$ cat config.mk
export PLATFORM = sky130hd
export DESIGN_NAME = decode_stage
export DESIGN_NICKNAME = d
export VERILOG_FILES = /design/src/rtl/exec_pkg.sv /design/src/rtl/decode_regfile.sv /design/src/rtl/decode_stage.sv
export SDC_FILE = /design/constraint.sdc
export NUM_CORES = 1
export LEC_CHECK = 0
export BUFFER_PORTS_ARGS = -buffer_cell sky130_fd_sc_hd__buf_2
export CAP_MARGIN = 20
export CORE_MARGIN = 4
export CORE_UTILIZATION = 59
export DETAILED_ROUTE_END_ITERATION = 10
export PLACE_DENSITY = 0.86
export RECOVER_POWER = 100
export SYNTH_ARGS = -nofsm -noshare
export SYNTH_HDL_FRONTEND = slang
export SYNTH_SLANG_ARGS = --single-unit
$ cat constraint.sdc
create_clock -name clock -period 1.8 [get_ports clock]
set_input_delay 0 -clock clock [delete_from_list [all_inputs] [get_ports clock]]
set_output_delay 0 -clock clock [all_outputs]
set_load 0.05 [all_outputs]
$ cat src/rtl/exec_pkg.sv
// Shared definitions for the decode and execute stages: opcodes, the
// control-word layout handed to Execute, operation encodings and helpers.
package exec_pkg;

  localparam int DATA_W   = 16;
  localparam int NUM_REGS = 8;
  localparam int REG_AW   = 3;
  localparam int CTRL_W   = 6;

  // Opcodes live in instr[15:12]
  localparam logic [3:0] OPC_ADD = 4'b0001;
  localparam logic [3:0] OPC_AND = 4'b0101;
  localparam logic [3:0] OPC_NOT = 4'b1001;
  localparam logic [3:0] OPC_SHF = 4'b1101;
  localparam logic [3:0] OPC_LDR = 4'b0110;
  localparam logic [3:0] OPC_STR = 4'b0111;

  // Execute unit selector, control word bits [5:4]
  typedef enum logic [1:0] {
    CLASS_SHIFT = 2'b00,
    CLASS_ARITH = 2'b01,
    CLASS_LOAD  = 2'b10,
    CLASS_STORE = 2'b11
  } opClassT;

  // Arithmetic-class operations
  localparam logic [2:0] ARITH_ADD = 3'b000;
  localparam logic [2:0] ARITH_AND = 3'b001;
  localparam logic [2:0] ARITH_NOT = 3'b010;

  // Shift-class operations
  localparam logic [2:0] SHIFT_SHL = 3'b000;
  localparam logic [2:0] SHIFT_SHR = 3'b001;
  localparam logic [2:0] SHIFT_SRA = 3'b010;

  // Load/store carry no sub-operation
  localparam logic [2:0] MEM_OP = 3'b000;

  // Control word field positions
  localparam int CTRL_CLASS_HI = 5;
  localparam int CTRL_CLASS_LO = 4;
  localparam int CTRL_USE_IMM  = 3;
  localparam int CTRL_OP_HI    = 2;
  localparam int CTRL_OP_LO    = 0;

  // Assemble the Execute control word from its fields
  function automatic logic [CTRL_W-1:0] packCtrl(input opClassT cls,
                                                 input logic useImm,
                                                 input logic [2:0] op);
    logic [CTRL_W-1:0] word;
    word = '0;
    word[CTRL_CLASS_HI:CTRL_CLASS_LO] = cls;
    word[CTRL_USE_IMM]                = useImm;
    word[CTRL_OP_HI:CTRL_OP_LO]       = op;
    return word;
  endfunction

  function automatic logic [DATA_W-1:0] sext5(input logic [4:0] v);
    return {{(DATA_W-5){v[4]}}, v};
  endfunction

  function automatic logic [DATA_W-1:0] sext6(input logic [5:0] v);
    return {{(DATA_W-6){v[5]}}, v};
  endfunction

  function automatic logic [DATA_W-1:0] zext4(input logic [3:0] v);
    return {{(DATA_W-4){1'b0}}, v};
  endfunction

endpackage

$ cat src/rtl/decode_regfile.sv
// 2-read/1-write register file owned by the decode stage. All registers,
// including R0, are writable and clear on reset.
// Optional macro DECODE_WB_BYPASS_EN: a same-cycle write to a register being
// read is forwarded to the read port (write-through). Without it, reads see
// the value held before the edge that performs the write.
import exec_pkg::*;

module decode_regfile #(
  parameter int DATA_W   = exec_pkg::DATA_W,
  parameter int NUM_REGS = exec_pkg::NUM_REGS,
  parameter int REG_AW   = exec_pkg::REG_AW
) (
  input  logic              clock,
  input  logic              reset,
  input  logic              wrEn,
  input  logic [REG_AW-1:0] wrAddr,
  input  logic [DATA_W-1:0] wrData,
  input  logic [REG_AW-1:0] rdAddrA,
  output logic [DATA_W-1:0] rdDataA,
  input  logic [REG_AW-1:0] rdAddrB,
  output logic [DATA_W-1:0] rdDataB
);

  logic [DATA_W-1:0] regs [NUM_REGS];

  // Storage: clear on reset, otherwise write when enabled
  always_ff @(posedge clock) begin
    if (reset) begin
      for (int i = 0; i < NUM_REGS; i++) begin
        regs[i] <= '0;
      end
    end else if (wrEn) begin
      regs[wrAddr] <= wrData;
    end
  end

  // Asynchronous read ports, optionally forwarding the pending write
  always_comb begin
    rdDataA = regs[rdAddrA];
    rdDataB = regs[rdAddrB];
`ifdef DECODE_WB_BYPASS_EN
    if (wrEn && (wrAddr == rdAddrA)) rdDataA = wrData;
    if (wrEn && (wrAddr == rdAddrB)) rdDataB = wrData;
`endif
  end

endmodule

$ cat src/rtl/decode_stage.sv
// Decode / register-read stage feeding Execute. Decodes ADD, AND, NOT, SHF,
// LDR and STR, reads operands from decode_regfile and registers the Execute
// inputs with one cycle of latency.
// Optional macro DECODE_WB_BYPASS_EN (in decode_regfile) enables writeback
// forwarding into the operand read ports.
//
// Flow control: an instruction is accepted on a rising edge where
// instr_valid=1 and stall=0. stall=1 freezes every output register and
// ignores instr_valid, but the writeback port still writes. With stall=0 and
// instr_valid=0 only enable_ex drops; the data outputs keep their values.
import exec_pkg::*;

module decode_stage (
  input  logic        clock,
  input  logic        reset,
  input  logic [15:0] instr_in,
  input  logic        instr_valid,
  input  logic        stall,
  input  logic        wb_en,
  input  logic [2:0]  wb_addr,
  input  logic [15:0] wb_data,
  output logic [15:0] src1,
  output logic [15:0] src2,
  output logic [15:0] imm,
  output logic [5:0]  control_in,
  output logic [2:0]  dest_addr,
  output logic        enable_ex,
  output logic        illegal_op
);

  logic [3:0]  opcode;
  logic [2:0]  rdAddrA;
  logic [2:0]  rdAddrB;
  logic [15:0] rdDataA;
  logic [15:0] rdDataB;

  logic        isLegal;
  logic [15:0] nextSrc1;
  logic [15:0] nextSrc2;
  logic [15:0] nextImm;
  logic [5:0]  nextCtrl;
  logic [2:0]  nextDest;
  logic        accept;

  assign opcode  = instr_in[15:12];
  assign rdAddrA = instr_in[8:6];
  assign accept  = instr_valid && !stall;

  // STR reads its store data from the DR field; everything else uses SR2
  always_comb begin
    rdAddrB = instr_in[2:0];
    if (opcode == OPC_STR) rdAddrB = instr_in[11:9];
  end

  decode_regfile #(
    .DATA_W   (DATA_W),
    .NUM_REGS (NUM_REGS),
    .REG_AW   (REG_AW)
  ) u_regfile (
    .clock   (clock),
    .reset   (reset),
    .wrEn    (wb_en),
    .wrAddr  (wb_addr),
    .wrData  (wb_data),
    .rdAddrA (rdAddrA),
    .rdDataA (rdDataA),
    .rdAddrB (rdAddrB),
    .rdDataB (rdDataB)
  );

  // Instruction decode: unused operand/immediate fields stay zero
  always_comb begin
    isLegal  = 1'b0;
    nextSrc1 = '0;
    nextSrc2 = '0;
    nextImm  = '0;
    nextCtrl = '0;
    nextDest = '0;
    case (opcode)
      OPC_ADD, OPC_AND: begin
        isLegal  = 1'b1;
        nextSrc1 = rdDataA;
        nextDest = instr_in[11:9];
        if (instr_in[5]) begin
          nextImm  = sext5(instr_in[4:0]);
          nextCtrl = packCtrl(CLASS_ARITH, 1'b1,
                              (opcode == OPC_AND) ? ARITH_AND : ARITH_ADD);
        end else begin
          nextSrc2 = rdDataB;
          nextCtrl = packCtrl(CLASS_ARITH, 1'b0,
                              (opcode == OPC_AND) ? ARITH_AND : ARITH_ADD);
        end
      end
      OPC_NOT: begin
        isLegal  = 1'b1;
        nextSrc1 = rdDataA;
        nextDest = instr_in[11:9];
        nextCtrl = packCtrl(CLASS_ARITH, 1'b0, ARITH_NOT);
      end
      OPC_SHF: begin
        isLegal  = 1'b1;
        nextSrc1 = rdDataA;
        nextDest = instr_in[11:9];
        nextImm  = zext4(instr_in[3:0]);
        nextCtrl = packCtrl(CLASS_SHIFT, 1'b1, {1'b0, instr_in[5:4]});
      end
      OPC_LDR: begin
        isLegal  = 1'b1;
        nextSrc1 = rdDataA;
        nextDest = instr_in[11:9];
        nextImm  = sext6(instr_in[5:0]);
        nextCtrl = packCtrl(CLASS_LOAD, 1'b1, MEM_OP);
      end
      OPC_STR: begin
        isLegal  = 1'b1;
        nextSrc1 = rdDataA;
        nextSrc2 = rdDataB;
        nextImm  = sext6(instr_in[5:0]);
        nextCtrl = packCtrl(CLASS_STORE, 1'b1, MEM_OP);
      end
      default: begin
        isLegal = 1'b0;
      end
    endcase
  end

  // Execute-facing output registers: accept, drop enable on idle, hold on stall
  always_ff @(posedge clock) begin
    if (reset) begin
      src1       <= '0;
      src2       <= '0;
      imm        <= '0;
      control_in <= '0;
      dest_addr  <= '0;
      enable_ex  <= 1'b0;
    end else if (accept) begin
      // decode already zeroes every field for an illegal opcode
      src1       <= nextSrc1;
      src2       <= nextSrc2;
      imm        <= nextImm;
      control_in <= nextCtrl;
      dest_addr  <= nextDest;
      enable_ex  <= isLegal;
    end else if (!stall) begin
      enable_ex  <= 1'b0;
    end
  end

  // Sticky illegal-opcode flag, cleared only by reset
  always_ff @(posedge clock) begin
    if (reset) begin
      illegal_op <= 1'b0;
    end else if (accept && !isLegal) begin
      illegal_op <= 1'b1;
    end
  end

endmodule

[Word-level counts from Yosys, hierarchy flattened]
Memories as Yosys holds them, arrays and structs flattened.
Index checks and enable logic that the tools add are counted.
Word-level totals
  flip-flop bits (word level): 59
  bits in writable memories: 128
  input bits: 40
  output and inout port bits: 59
  word-level logic and storage cells: 45
  memories kept: 1
Cells by class
  eq/ne operators: 7
  mux-type cells: 21
  reductions and logical operators: 9
Memory list
  u_regfile.regs: words 8, bits a word 16, rd ports 2, clocked after Yosys merged registers in 0, wr ports 8, RTL line decode_regfile.sv:24  | logic [DATA_W-1:0] regs [NUM_REGS];
Operator list (count)
  $mux W16: 4
  $pmux W16 S3: 1
  $pmux W16 S2: 1
  $pmux W6 S5: 1
  $reduce_or A16 Y1: 1
  $eq A4 B3 Y1 const B: 3
  $mux W1: 10
  $mux W3: 3
  $eq A4 B4 Y1 const B: 2
  $reduce_or A6 Y1: 1
  $reduce_or A5 Y1: 1
  $eq A4 B1 Y1 const B: 1
  $mux W4: 1
  $reduce_or A2 Y1: 2
  $logic_and A1 B1 Y1: 2
  $logic_not A1 Y1: 2
  $ne A2 B1 Y1 const B: 1

[Longest topological paths before layout]
  depth after elaboration: 5
  depth in mapped cells: 9
  mapped depth without buffers: 5

[Hierarchy]
A second synthesis with hierarchy kept.
Unflattened totals
  cells, all modules: 652
  area, all modules: 8939.8 um2
By module, submodules not included
  decode_regfile: instances 1, cells an instance 430, area each 7000.5 um2, seq. area each 3843.7 um2
  decode_stage: instances 1, cells an instance 222, area each 1939.4 um2, seq. area each 960.9 um2

[Worst setup path after synthesis]
OpenSTA, ideal clock, no wires.
  kind: input-to-reg
  from: in reset
  to: mem u_regfile.regs[0][0], enable pin
  setup time: 0.334 ns
  arrival: 1.326 ns
  data required time: 1.466 ns
  slack: 0.140 ns
  stages: 4
  buffers on the path: 1
  cell sequence: clkbuf_1 > or3b_2 > nor3_1 > or2_2
RTL lines
  start, declared: RTL line decode_stage.sv:15  | input logic reset,
  end, declared: RTL line decode_regfile.sv:24

==> impl_metrics.toml <==
[timing]
post-route-period-util_pct = 96.8
fin_tns_setup_ns = 0
relSlewSlack_pct = 32.1
setup_ws_ns = 0.0577
finClkSkew_ns = 0.00687
setup_viol_count_final = 0
fin_crit_ns = 1.74
rsz0062_at_grt = "false"
worstMarginPinSlew_ns = 1.02
finalHoldViolations = 0
slew_viol_final = 0
fmax_ghz = 0.574

[finish]
regArea_mm2 = 0.00480
fill_cells = 914
finalNonFillerCells = 1020
syn_to_final_growth_pct = 17.5
multi_input_area_mm2 = 0.00346
final_layout_size_suffix_gt1_share_pct = 18.1
diodes = 0
nNetsFinal = 867
final_core_util_pct = 71.7

[cts]
cts_tree = "yes"
cts.path.max_buffers = 2
post_cts_resized = 0
htree_levels = 4
cts_hold_buffers = 25
cts.clk_slew.worst_paths_ns = 0.06
cts_root_buffer = "clkbuf_16"
post_cts_buffers = 0
numCtsBuffers = 17
clock_sink_count = 176
clock_latency_ns = 0.43

[status]
violations = "DRC"
status = "finished with violations"

[place]
gp_congestion = 0.931
dp_cells = 963
place_hpwl_um = 15100
pre_cts_ws_ns = 0.101
portBuffers = 97

[grt]
antenna_found_initial = 0
track_usage_pct = 29.9
grt_pass1_vias = 6788
use_met2_pct = 49.6
grt_start_max_net_pins = 36
met3_usage_pct = 6.02
grt_pass1_wl_um = 37100
grt-ovfl-total = 0
use_met1_pct = 37.7
top_usage_layer = "met2"

[synth]
yosysSeqAreaShare_pct = 56.0
synth_area_per_cell_um2 = 12.1
mappedNetlistArea_mm2 = 0.00858
yosys_warnings = 0
ys_ff_latch = 176
netlist_instances = 709
synth_fp_nets = 749
yosysUniqueCellTypes = 44

[route]
ant_nets = 0
route.vias.total = 6677
wire_per_inst_um = 23.8
first_iter_violations = 1100
wirelength_um = 24300
dr.pass1.iters = 11
drc = 1
vias_per_cell = 6.55

[job]
drv_cap = 0

[floorplan]
rows = 43
dieArea_mm2 = 0.0165
die-width_um = 129
ioPinCount = 99
core_area_mm2 = 0.0140
die_height_um = 129
start_util_pct = 61.1

[worst_setup_path]
endpoint_kind = "flop"
crit_fanout = 12
worstPathArrival_ns = 1.82
crit_required_ns = 1.88
start_kind = "primary input"
crit_type = "in2reg"

[pwr]
seq_power_share_pct = 50.0
ir_drop_mv = 0.733
powerDensity_mw_per_mm2 = 932
comb_power_share_pct = 12.2
p_int_uw = 6980
p_switching_uw = 2410
swShare_pct = 25.7
clkPwrFrac_pct = 37.8
leakagePower_uw = 0.00360

[min_path]
worstHoldPathType = "in2reg"
[worst paths after layout]
path | startpoint | end | slack (ns) | cells after the start
worst max-delay path | reset | u_regfile.regs[2][12]$_SDFFCE_PN0P_ | 0.06 | 5
worst min-delay path | instr_valid | control_in[5]$_SDFFE_PP0P_ | 0.02 | 4
worst max register to register | u_regfile.regs[3][1]$_SDFFCE_PN0P_ | src1[1]$_SDFFE_PP0P_ | 0.16 | 4
worst min register to register | src2[3]$_SDFFE_PP0P_ | src2[3]$_SDFFE_PP0P_ | 0.48 | 1
[critical path, cell delays in order]
cell and delay [ns]:
clkbuf_1 0.21, or3b_2 0.55, nor2_1 0.16, or2_0 0.41
clkbuf_2 0.47
[cells in the mapped netlist, drive strengths merged]
cell type	n	area share [%]
nand2	96	4.2
or3	2	0.15
mux4	32	8.4
a22oi	25	2.2
inv	1	0.044
conb	1	0.044
and3b	1	0.10
edfxtp	128	45
nor2	40	1.8
o21a	1	0.088
a222oi	1	0.12
a21oi	7	0.41
and2	129	9.4
nand2b	7	0.51
a32oi	17	1.7
clkbuf	30	1.3
nand3b	3	0.26
a22o	1	0.10
nand4b	1	0.18
a31oi	16	1.2
a32o	15	1.8
and4b	1	0.12
o31ai	1	0.15
mux2i	19	2.4
a21boi	1	0.088
or3b	1	0.10
a211oi	1	0.088
or2	8	0.58
mux2	18	2.4
nand3	17	0.99
dfxtp	48	11
nor4b	2	0.20
buf	29	2.3
nor2b	2	0.15
a211o	1	0.10
nor3	3	0.18
o21ai	3	0.22
[cells by family after synthesis]
kind of cell	share of synthesized area (%)
mux	13.2
flops	56.0
buf+inv	3.68
compound gates	8.20
simple gates	18.9
other cells	0.0437
[routing by layer]
| layer | vias to the layer above | wire [um] |
|---|---|---|
| met2 | 542 | 11600 |
| met3 | 109 | 2870 |
| met1 | 3187 | 8730 |
| met4 | 0 | 1100 |
| li1 | 2839 | - |
| met5 | - | 0 |
[per-stage QoR]
stage                     hold slack [ns]  instance area, um^2  total power, uW
after CTS                         0.00727                10200             9380
after detailed placement            0.259                 9410             5850
final                              0.0229                10100             9380
after global routing               0.0564                10100             9640
after global placement              0.236                 9410             5790
after floorplan                     0.145                 8580             5420
[registers in the layout (all words and copies together), names as in the netlist]
signal	flops
src1	16
u_regfile.regs	128
illegal_op	1
imm	6
src2	16
dest_addr	3
control_in	5
enable_ex	1
[final cells by class]
class                           instances  area share, %
Tap cell                              180           2.24
Inverter                                1         0.0373
Clock inverter                         14           1.33
Timing Repair Buffer                  158           10.0
Multi-Input combinational cell        473           34.3
Sequential cell                       176           47.7
Clock buffer                           18           4.36
[power groups by stage]
stage / clock [uW] / sequential [uW] / combinational (uW)
6_report: 3550 / 4700 / 1140
4_1_cts: 3550 / 4680 / 1150
3_5_place_dp: 0 / 4760 / 1090
2_1_floorplan: 0 / 4800 / 619
5_1_grt: 3740 / 4710 / 1200
3_3_place_gp: 0 / 4740 / 1050
[layout by cell type (no fill, tap or decap), drive strengths merged, types with 19 or more instances in the layout]
cell type	count
and2	129
edfxtp	128
nand2	96
clkbuf	93
buf	58
dfxtp	48
nor2	40
mux4	32
a22oi	25
dlygate4sd3	25
mux2i	19
Power figures use the tool's default switching activity.
